===== src/rtl/snake_body_tracker_pkg.sv =====
// rtl/snake_body_tracker_pkg.sv - shared grid sizes, direction codes, FSM states and cell types
package snake_body_tracker_pkg;

    localparam int GRID_W  = 32;
    localparam int GRID_H  = 24;
    localparam int MAX_LEN = 31;
    localparam int XW      = 5;
    localparam int YW      = 5;
    localparam int CW      = XW + YW;
    localparam int IW      = 5;

    typedef enum logic [1:0] {
        DIR_UP    = 2'b00,
        DIR_RIGHT = 2'b01,
        DIR_DOWN  = 2'b10,
        DIR_LEFT  = 2'b11
    } dir_e;

    typedef enum logic [1:0] {
        S_IDLE = 2'd0,
        S_RUN  = 2'd1,
        S_STEP = 2'd2,
        S_DEAD = 2'd3
    } state_e;

    // A cell packs {x, y}; the segment history is a flat packed array of cells.
    typedef logic [CW-1:0]              cell_t;
    typedef logic [MAX_LEN-1:0][CW-1:0] seg_arr_t;

    localparam logic [XW-1:0] HOME_X = XW'(GRID_W / 2);
    localparam logic [YW-1:0] HOME_Y = YW'(GRID_H / 2);

    function automatic cell_t mk_cell(input logic [XW-1:0] x, input logic [YW-1:0] y);
        return {x, y};
    endfunction

endpackage


===== src/rtl/snake_body_tracker_if.sv =====
// rtl/snake_body_tracker_if.sv - controller/keypad/renderer signal bundle for the snake tracker
interface snake_body_tracker_if;
    import snake_body_tracker_pkg::*;

    logic            gamePrepare;
    logic            gameStart;
    logic [IW-1:0]   size;
    logic            move_tick;
    logic [1:0]      dir_in;
    logic            dir_valid;
    logic [XW-1:0]   cherry_x;
    logic [YW-1:0]   cherry_y;
    logic [XW-1:0]   query_x;
    logic [YW-1:0]   query_y;
    logic [XW-1:0]   head_x;
    logic [YW-1:0]   head_y;
    logic            snakeEatCherry;
    logic            bump;
    logic            query_head;
    logic            query_body;

    modport master (
        output gamePrepare, gameStart, size, move_tick, dir_in, dir_valid,
               cherry_x, cherry_y, query_x, query_y,
        input  head_x, head_y, snakeEatCherry, bump, query_head, query_body
    );

    modport slave (
        input  gamePrepare, gameStart, size, move_tick, dir_in, dir_valid,
               cherry_x, cherry_y, query_x, query_y,
        output head_x, head_y, snakeEatCherry, bump, query_head, query_body
    );

endinterface


===== src/rtl/snake_seg_match.sv =====
// rtl/snake_seg_match.sv - parallel compare of one cell against segment slots lo..hi
module snake_seg_match
    import snake_body_tracker_pkg::*;
(
    input  logic [XW-1:0] x_i,
    input  logic [YW-1:0] y_i,
    input  seg_arr_t      seg_i,
    input  logic [IW-1:0] lo_i,
    input  logic [IW-1:0] hi_i,
    output logic          hit_o
);

    // An empty range (hi < lo) never hits.
    always_comb begin
        hit_o = 1'b0;
        for (int i = 0; i < MAX_LEN; i++) begin
            if (IW'(i) >= lo_i && IW'(i) <= hi_i && seg_i[i] == mk_cell(x_i, y_i)) begin
                hit_o = 1'b1;
            end
        end
    end

endmodule


===== src/rtl/snake_body_tracker.sv =====
// rtl/snake_body_tracker.sv - snake head/body state, movement FSM, collisions and render query
module snake_body_tracker
    import snake_body_tracker_pkg::*;
(
    input  logic                 clk,
    input  logic                 reset,
    snake_body_tracker_if.slave  bus
);

    localparam logic [XW:0] X_MAX = (XW + 1)'(GRID_W - 1);
    localparam logic [YW:0] Y_MAX = (YW + 1)'(GRID_H - 1);
    localparam logic [XW:0] X_ONE = (XW + 1)'(1);
    localparam logic [YW:0] Y_ONE = (YW + 1)'(1);

    state_e   state_q;
    dir_e     dir_q;
    seg_arr_t seg_q;
    logic     eat_q, bump_q, qhead_q, qbody_q;

    logic [XW-1:0] head_x;
    logic [YW-1:0] head_y;
    logic [XW:0]   nx_ext;
    logic [YW:0]   ny_ext;
    cell_t         nxt_d;
    logic          wall_hit, self_hit, qbody_hit;
    logic [IW-1:0] hi_self, hi_query;
    logic          go_idle, start_run;

    assign head_x = seg_q[0][CW-1:YW];
    assign head_y = seg_q[0][YW-1:0];

    // Candidate next head, one bit wider so a step off either edge shows as borrow/overflow.
    always_comb begin
        nx_ext = {1'b0, head_x};
        ny_ext = {1'b0, head_y};
        case (dir_q)
            DIR_UP:    ny_ext = {1'b0, head_y} - Y_ONE;
            DIR_RIGHT: nx_ext = {1'b0, head_x} + X_ONE;
            DIR_DOWN:  ny_ext = {1'b0, head_y} + Y_ONE;
            DIR_LEFT:  nx_ext = {1'b0, head_x} - X_ONE;
            default:   nx_ext = {1'b0, head_x};
        endcase
        wall_hit = nx_ext[XW] || ny_ext[YW] || (nx_ext > X_MAX) || (ny_ext > Y_MAX);
        nxt_d    = mk_cell(nx_ext[XW-1:0], ny_ext[YW-1:0]);
    end

    // Self check skips the tail slot size-1 since it vacates this step; body query covers 1..size-1.
    assign hi_self  = (bus.size >= IW'(2)) ? bus.size - IW'(2) : '0;
    assign hi_query = (bus.size >= IW'(1)) ? bus.size - IW'(1) : '0;

    snake_seg_match u_self_match (
        .x_i   (nx_ext[XW-1:0]),
        .y_i   (ny_ext[YW-1:0]),
        .seg_i (seg_q),
        .lo_i  (IW'(1)),
        .hi_i  (hi_self),
        .hit_o (self_hit)
    );

    snake_seg_match u_query_match (
        .x_i   (bus.query_x),
        .y_i   (bus.query_y),
        .seg_i (seg_q),
        .lo_i  (IW'(1)),
        .hi_i  (hi_query),
        .hit_o (qbody_hit)
    );

    // Every path into or through IDLE re-initialises, so IDLE cycles always show the home snake.
    assign go_idle   = !reset || bus.gamePrepare || state_q == S_IDLE
                       || (state_q == S_RUN && !bus.gameStart);
    assign start_run = reset && !bus.gamePrepare && state_q == S_IDLE && bus.gameStart;

    // Movement FSM with registered eat/bump/query outputs.
    always_ff @(posedge clk) begin
        if (go_idle) begin
            state_q <= start_run ? S_RUN : S_IDLE;
            seg_q   <= {MAX_LEN{mk_cell(HOME_X, HOME_Y)}};
            dir_q   <= DIR_RIGHT;
            eat_q   <= 1'b0;
            bump_q  <= 1'b0;
            qhead_q <= 1'b0;
            qbody_q <= 1'b0;
        end else begin
            qhead_q <= (mk_cell(bus.query_x, bus.query_y) == seg_q[0]);
            qbody_q <= qbody_hit;
            case (state_q)
                S_RUN: begin
                    eat_q <= 1'b0;
                    if (bus.dir_valid && bus.dir_in != (dir_q ^ 2'b10)) begin
                        dir_q <= dir_e'(bus.dir_in);
                    end
                    if (bus.move_tick) begin
                        state_q <= S_STEP;
                    end
                end
                S_STEP: begin
                    if (wall_hit || self_hit) begin
                        bump_q  <= 1'b1;
                        state_q <= S_DEAD;
                    end else begin
                        seg_q   <= {seg_q[MAX_LEN-2:0], nxt_d};
                        eat_q   <= (nxt_d == mk_cell(bus.cherry_x, bus.cherry_y));
                        state_q <= S_RUN;
                    end
                end
                S_DEAD: begin
                    state_q <= S_DEAD;
                end
                default: begin
                    state_q <= S_IDLE;
                end
            endcase
        end
    end

    assign bus.head_x         = head_x;
    assign bus.head_y         = head_y;
    assign bus.snakeEatCherry = eat_q;
    assign bus.bump           = bump_q;
    assign bus.query_head     = qhead_q;
    assign bus.query_body     = qbody_q;

endmodule


===== src/flat_wrapper.sv =====
// flat-port wrapper written by rule: the top's interface ports become plain ports
module snake_body_tracker_flat import snake_body_tracker_pkg::*;
  (clk, reset, bus_gamePrepare, bus_gameStart, bus_size, bus_move_tick, bus_dir_in, bus_dir_valid, bus_cherry_x, bus_cherry_y, bus_query_x, bus_query_y, bus_head_x, bus_head_y, bus_snakeEatCherry, bus_bump, bus_query_head, bus_query_body);
  snake_body_tracker_if bus_i ();
  input  logic clk;
  input  logic reset;
  input wire logic [$bits(bus_i.gamePrepare)-1:0] bus_gamePrepare;
  input wire logic [$bits(bus_i.gameStart)-1:0] bus_gameStart;
  input wire logic [$bits(bus_i.size)-1:0] bus_size;
  input wire logic [$bits(bus_i.move_tick)-1:0] bus_move_tick;
  input wire logic [$bits(bus_i.dir_in)-1:0] bus_dir_in;
  input wire logic [$bits(bus_i.dir_valid)-1:0] bus_dir_valid;
  input wire logic [$bits(bus_i.cherry_x)-1:0] bus_cherry_x;
  input wire logic [$bits(bus_i.cherry_y)-1:0] bus_cherry_y;
  input wire logic [$bits(bus_i.query_x)-1:0] bus_query_x;
  input wire logic [$bits(bus_i.query_y)-1:0] bus_query_y;
  output wire logic [$bits(bus_i.head_x)-1:0] bus_head_x;
  output wire logic [$bits(bus_i.head_y)-1:0] bus_head_y;
  output wire logic [$bits(bus_i.snakeEatCherry)-1:0] bus_snakeEatCherry;
  output wire logic [$bits(bus_i.bump)-1:0] bus_bump;
  output wire logic [$bits(bus_i.query_head)-1:0] bus_query_head;
  output wire logic [$bits(bus_i.query_body)-1:0] bus_query_body;
  assign bus_i.gamePrepare = bus_gamePrepare;
  assign bus_i.gameStart = bus_gameStart;
  assign bus_i.size = bus_size;
  assign bus_i.move_tick = bus_move_tick;
  assign bus_i.dir_in = bus_dir_in;
  assign bus_i.dir_valid = bus_dir_valid;
  assign bus_i.cherry_x = bus_cherry_x;
  assign bus_i.cherry_y = bus_cherry_y;
  assign bus_i.query_x = bus_query_x;
  assign bus_i.query_y = bus_query_y;
  assign bus_head_x = bus_i.head_x;
  assign bus_head_y = bus_i.head_y;
  assign bus_snakeEatCherry = bus_i.snakeEatCherry;
  assign bus_bump = bus_i.bump;
  assign bus_query_head = bus_i.query_head;
  assign bus_query_body = bus_i.query_body;
  snake_body_tracker u_core (.clk(clk), .reset(reset), .bus(bus_i));
endmodule

===== config.mk =====
export PLATFORM = sky130hd
export DESIGN_NAME = snake_body_tracker_flat
export DESIGN_NICKNAME = d
export VERILOG_FILES = /design/src/rtl/snake_body_tracker_pkg.sv /design/src/rtl/snake_body_tracker_if.sv /design/src/rtl/snake_seg_match.sv /design/src/rtl/snake_body_tracker.sv /design/src/flat_wrapper.sv
export SDC_FILE = /design/constraint.sdc
export NUM_CORES = 1
export LEC_CHECK = 0
export BUFFER_PORTS_ARGS = -buffer_cell sky130_fd_sc_hd__buf_2
export CAP_MARGIN = 15
export CELL_PAD_IN_SITES_DETAIL_PLACEMENT = 1
export CELL_PAD_IN_SITES_GLOBAL_PLACEMENT = 1
export CORE_MARGIN = 1
export CORE_UTILIZATION = 49
export CTS_CLUSTER_DIAMETER = 200
export DETAILED_ROUTE_END_ITERATION = 10
export GPL_ROUTABILITY_DRIVEN = 0
export PLACE_DENSITY_LB_ADDON = 0.12
export SLEW_MARGIN = 25
export SYNTH_ARGS = -nofsm -noshare
export SYNTH_HDL_FRONTEND = slang
export SYNTH_HIERARCHICAL = 1
export SYNTH_SLANG_ARGS = --single-unit

===== constraint.sdc =====
create_clock -name clk -period 5.11 [get_ports clk]
set_input_delay 1.022 -clock clk [delete_from_list [all_inputs] [get_ports clk]]
set_output_delay 1.022 -clock clk [all_outputs]
set_load 0.01 [all_outputs]

**Yosys cells after proc, flatten, opt, wreduce, memory -nomap -nowiden**

Cells that the tools add are included.

- Register bits: 318
- Bits of input ports: 33
- Output and inout bits: 14
- Word-level logic and storage cells: 333

- $add $sub $neg: 6
- $lt $le $gt $ge: 64
- Eq/ne operators: 71
- Mux-type cells: 71
- Bitwise operators: 2
- Reduce and logical (&&, ||, !) cells: 82

Operators with widths:

| cell | number |
|---|---|
| 10-bit == test | 62 |
| 5-bit <= comparator (first input constant) | 30 |
| 4-bit by 5-bit <= comparator with 1-bit output (first input constant) | 16 |
| 1-bit logical AND | 65 |
| 1-bit two-way mux | 62 |
| 3-bit by 5-bit <= comparator with 1-bit output (first input constant) | 8 |
| 6-bit one-hot mux with 2 select lines | 2 |
| 2-bit by 5-bit <= comparator with 1-bit output (first input constant) | 4 |
| 5-bit by 1-bit adder with 6-bit output (second input constant) | 2 |
| 6-bit by 5-bit greater-than comparator with 1-bit output (second input constant) | 2 |
| 5-bit by 1-bit subtractor with 6-bit output (second input constant) | 2 |
| 1-bit by 5-bit <= comparator with 1-bit output (first input constant) | 2 |
| 5-bit two-way mux | 2 |
| 2-bit == test (second input constant) | 4 |
| 2-bit AND reduction | 4 |
| 1-bit logical OR | 7 |
| 2-bit two-way mux | 3 |
| 2-bit one-hot mux with 3 select lines | 1 |
| 5-bit by 1-bit greater-or-equal comparator with 1-bit output (second input constant) | 1 |
| 5-bit by 2-bit greater-or-equal comparator with 1-bit output (second input constant) | 1 |
| 5-bit by 1-bit subtractor with 5-bit output (second input constant) | 1 |
| 5-bit by 2-bit subtractor with 5-bit output (second input constant) | 1 |
| 2-bit by 1-bit == test with 1-bit output (second input constant) | 2 |
| 2-bit zero test | 2 |
| 7 further kinds | 10 |

**Longest topological paths before layout**

- Depth after elaboration: 38
- Depth in mapped cells: 23
- Mapped depth without buffers: 16

**Cells and area by module**

Netlist, hierarchy kept.

By module, submodules not included:

| module | instances | cells an instance | area an instance (um2) | seq. area each (um2) |
|---|---|---|---|---|
| snake_body_tracker | 1 | 1,606 | 13,371.6 | 6,386.1 |
| snake_seg_match | 2 | 552 | 4,290.4 | 0.0 |

**Worst setup path after synthesis**

No wires, ideal clock.

- Kind: register to register
- Start point: register u_core.dir_q[0]
- End point: register u_core.state_q[1], data pin
- Library setup time: 0.272 ns
- Arrival time: 4.046 ns
- Data required time: 4.838 ns
- Setup slack: 0.791 ns
- Stages on the path, launching flop included: 22
- Buffers on the path: 6
- Period minus slack after synthesis: 4.319 ns
- Path through: dfxtp_1 buf_2 nor2b_1 inv_1 ha_1 a21oi_1 a21boi_1 o31ai_1 buf_4 buf_12 xnor2_1 nand4_1 nor4_1 or4_1 nor4_1 nand4_1 nor2_1 and4_1 buf_6 buf_6 buf_6 a31oi_2

- Word-level cells in the longest chain between the ends: 38
- Elaborated cells on any way between the ends: 105
- Classes of those cells: 2 x order compare; 33 x eq/ne; 35 x mux; 35 x reduce/logical

RTL lines:

| item | RTL line | text |
|---|---|---|
| start, declared | snake_body_tracker.sv:16 | `dir_e dir_q;` |
| start signal, assigned | snake_body_tracker.sv:91 | `dir_q <= dir_e'(bus.dir_in);` |
| 2-bit == test or 2-bit zero test (tied branches) | snake_body_tracker.sv:36 | `case (dir_q)` |
| 6-bit one-hot mux with 2 select lines (*) | snake_body_tracker.sv:36 |  |
| net u_core.ny_ext[4] | snake_body_tracker.sv:23 | `logic [YW:0] ny_ext;` |
| 10-bit == test | snake_seg_match.sv:17 | `if (IW'(i) >= lo_i && IW'(i) <= hi_i && seg_i[i] == mk_cell(x_i, y_i)) begin` |
| 1-bit logical AND | snake_seg_match.sv:17 |  |
| 1-bit two-way mux (29 in series) | snake_seg_match.sv:17 |  |
| 1-bit two-way mux (*) | snake_seg_match.sv:17 |  |
| net u_core.self_hit | snake_body_tracker.sv:25 | `logic wall_hit, self_hit, qbody_hit;` |
| 1-bit logical OR (*) | snake_body_tracker.sv:98 | `if (wall_hit \|\| self_hit) begin` |
| 2-bit two-way mux (*) | snake_body_tracker.sv:98 |  |
| 2-bit one-hot mux with 3 select lines (*) | snake_body_tracker.sv:87 | `case (state_q)` |
| 2-bit two-way mux (*) | snake_body_tracker.sv:76 | `if (go_idle) begin` |
| end signal, assigned | snake_body_tracker.sv:77 | `state_q <= start_run ? S_RUN : S_IDLE;` |
| end, declared | snake_body_tracker.sv:15 | `state_e state_q;` |

The timed path passes the listed nets; every way through them passes the cells marked *.
A chain may end at the register's enable or synchronous reset.

**Worst setup path after layout**

- Start point: register u_core.dir_q[1]
- End point: register u_core/seg_q[156] (netlist bit)

- Word-level cells in the longest chain between the ends: 37
- Elaborated cells on any way between the ends: 104
- Classes of those cells: 2 x order compare; 33 x eq/ne; 32 x mux; 1 x bitwise; 36 x reduce/logical

RTL lines:

| item | RTL line | text |
|---|---|---|
| 2-bit == test or 2-bit zero test (tied branches) | snake_body_tracker.sv:36 |  |
| 6-bit one-hot mux with 2 select lines (*) | snake_body_tracker.sv:36 |  |
| net u_core.ny_ext[4] | snake_body_tracker.sv:23 |  |
| 10-bit == test | snake_seg_match.sv:17 |  |
| 1-bit logical AND | snake_seg_match.sv:17 |  |
| 1-bit two-way mux (29 in series) | snake_seg_match.sv:17 |  |
| 1-bit two-way mux (*) | snake_seg_match.sv:17 |  |
| net u_core.self_hit | snake_body_tracker.sv:25 |  |
| 1-bit logical OR (*) | snake_body_tracker.sv:98 |  |
| 1-bit inverter (no line) (*) | - |  |
| 2-bit AND reduction (no line) (*) | - |  |
| end signal, assigned | snake_body_tracker.sv:78 | `seg_q <= {MAX_LEN{mk_cell(HOME_X, HOME_Y)}};` |
| end signal, assigned | snake_body_tracker.sv:102 | `seg_q <= {seg_q[MAX_LEN-2:0], nxt_d};` |
| end, declared | snake_body_tracker.sv:17 | `seg_arr_t seg_q;` |

Marks and branches as above.

==> metrics.md <==
| Metric | Value |
|---|---|
| Core Footprint | 0.0442 mm2 |
| Starting Density | 49.6% |
| Slowest stage delay, CP | 0.53 ns |
| DP Area | 0.0227 mm2 |
| Avg Synthesized Cell Area | 8.10 um2 |
| Detailed router's first-iteration violation count | 2301 |
| Post-Syn Instances | 2710 |
| Num ports | 47 |
| CTS buffer count | 40 |
| TritonCTS clock tree | built |
| PD cells | 249 mW/mm2 |
| Total track usage | 40.4% |
| Largest net degree at the start of global routing | 122 |
| P&R area growth vs syn | 10.3% |
| Largest cells by area after synthesis | dfxtp_1 (29%), xnor2_1 (14%), xor2_1 (12%) |
| Congestion Overflow GR | 0 |
| Final instance area | 0.0242 mm2 |
| Pwr Total | 6.03 mW |
| DIE HEIGHT | 214 um |
| Final wirelength | 93500 um |
| CP max stage cell | or4_1 |
| Worst Setup Slack post-DPL | -0.0274 ns |
| Initial antenna violation count | 5 |
| CP Data Required Time | 5.59 ns |
| Synth cell count leaders | nand3_1 (431), xnor2_1 (350), dfxtp_1 (316) |
| Mapped Area | 0.0220 mm2 |
| Distinct cells, synth | 69 |
| Clk slew on worst S/H paths | 0.06 ns |
| Slew @ Worst Pin | 1.00 ns |
| Max Fclk | 202 MHz |
| CP Cell Sequence | nor2b_1, inv_1, ha_1, nand3b_1, and3b_1, o31ai_4, buf_12, xnor2_1, nand4_1, nor4_1, or4_1, nor4_1, nand4_1, nor2_1, and4_4, buf_12, nand3_1, a21oi_1 |
| Root Buffer | clkbuf_16 |
| Sink Count | 318 |
| Final slew viol count | 0 |
| FP Rows | 77 |
| Status | completed |
| Die footprint | 0.0457 mm2 |
| Clock latency on the worst-skew pair | 0.58 ns |
| Prevailing post-synth register cell | dfxtp_1 |
| Worst setup EP type | flop |
| Yosys reg bits | 318 |
| DR WL/cell | 28.2 um |
| I/O Buffers | 46 |
| Via density | 6.66 |
| Final Util | 54.8% |
| Worst setup path class | flop to flop |
| Most frequent cell after synthesis | nand3_1 |
| Crit Path Max Fanout | 59 |
| Ys Warns | 6 |
| Hpwl dp | 60800 um |
| Synth top area share | 28.8% |
| Ys async rst share | 0% |
| Clock skew | 0.0249 ns |
| Clk buf depth | 3 |
| Drt first pass iters | 6 |
| Yosys top cell by area | dfxtp_1 |
| Number of enable flip-flop cells after synthesis | 2 |
| DRT antenna net count | 0 |
| First-pass GRT wire length | 139000 um |
| Worst setup SP type | flop |
| Final worst path period share | 96.9% |
| Leak | 8.21 nW |
| Clock H-tree levels | 2 |
| Die width | 214 um |
| Share of post-route cells with drive strength above 1 | 10.3% |
| Setup ws final | 0.159 ns |
| Hold Slack | 0.519 ns |
| Worst path arrival time | 5.43 ns |
| Residual DRC | 0 |
| Vias in the first global route | 22238 |
| FILL cells | 5313 |
| Final Hold Violating Endpoints | 0 |
| DR vias | 22088 |
| # hold bufs at CTS | 0 |
| Nets | 2739 |
| Worst hold path type | flop to flop |
| Relative max-transition margin | 32.9% |
| Setup violations, final | 0 |
| Max-cap viol count | 0 |
| Share of the yosys chip area belonging to registers | 29.1% |
| Peak VDD IR | 0.259 mV |
| Final critical-path required period | 4.95 ns |
==> routing by layer <==
| layer | vias to the layer above | track usage (%) | routed length [um] |
|---|---|---|---|
| met2 | 1141 | 62.7 | 41700 |
| met5 | - | 0 | 65 |
| met3 | 367 | 8.39 | 8380 |
| met4 | 6 | 24.0 | 5780 |
| met1 | 11052 | 51.7 | 37600 |
| li1 | 9522 | - | - |
==> worst paths after layout <==
path,startpoint,to,slack [ns],cells after the start
worst max-delay path,u_core/dir_q[1],u_core/seg_q[156],0.16,18
worst max register to register,u_core/dir_q[1],u_core/seg_q[156],0.16,18
worst min-delay path,u_core/bus.bump,u_core/bus.bump,0.52,1
worst min register to register,u_core/bus.bump,u_core/bus.bump,0.52,1
==> metrics by stage <==
stage,std cells,TNS [ns]
global placement,3228,0
finish,3315,0
detailed placement,3228,-0.0360
global route,3313,-0.00478
floorplan,2756,0
CTS,3301,0
==> registers in the layout, summed over array words and instances, names as in the netlist <==
| register | cells |
|---|---|
| u_core/bus.bump | 1 |
| u_core/bus.head_x | 5 |
| u_core/bus.head_y | 5 |
| u_core/bus.query_body | 1 |
| u_core/bus.query_head | 1 |
| u_core/bus.snakeEatCherry | 1 |
| u_core/dir_q | 2 |
| u_core/seg_q | 300 |
| u_core/state_q | 2 |
==> cell usage in the layout, fill, tap and decap left out, drive strengths merged, types with 24 or more instances in the layout <==
cell type / instances
a21oi: 235
buf: 181
clkbuf: 63
conb: 48
dfxtp: 316
nand2: 38
nand3: 432
nand4: 93
nor2: 37
nor3: 24
nor4: 85
o21ai: 322
xnor2: 350
xor2: 302
==> final cells by class <==
type / instances / area [um2] / share of cell area, %
multi-input cells: 2138 / 14000 / 58.0
flip-flops and latches: 318 / 6390 / 26.4
repair buffers: 182 / 1650 / 6.80
clock buffers: 62 / 1220 / 5.06
well taps: 592 / 741 / 3.06
clock inverters: 11 / 141 / 0.584
inverters: 10 / 37.5 / 0.155
diodes: 2 / 5.00 / 0.0207
==> critical path, delay by kind of cell (launching register included) <==
family | cells | cell delay [ns]
xor gates and xnor gates | 1 | 0.10
buffers and inverters | 3 | 0.70
and+or+nand+nor | 11 | 2.70
DFF | 1 | 0.43
adders and majority gates | 1 | 0.38
AOI/OAI and AO/OA | 2 | 0.50
==> cell families after synthesis <==
| family | share of synthesized area, % |
|---|---|
| AND/OR/NAND/NOR | 19.0 |
| XOR/XNOR | 26.0 |
| AO/OA/AOI/OAI | 16.2 |
| flip-flops | 29.1 |
| buffers and inverters | 8.53 |
| adder cells (fa/ha/maj) | 0.980 |
| multiplexers | 0.205 |
| other | 0.0342 |
==> power by group <==
group	switching, mW	internal, mW	total (mW)	leakage [nW]
logic	0.371	0.170	0.542	4.96
registers	0.000703	2.48	2.48	2.57
clock network	1.21	1.80	3.01	0.677
total	1.58	4.45	6.03	8.21
==> repair_timing <==
item / CTS / global route
endpoints found under the setup margin: 0 / 312
resized for setup: 0 / 9
setup buffers: 0 / 11
Note: power is estimated with default switching activity, not from simulation.
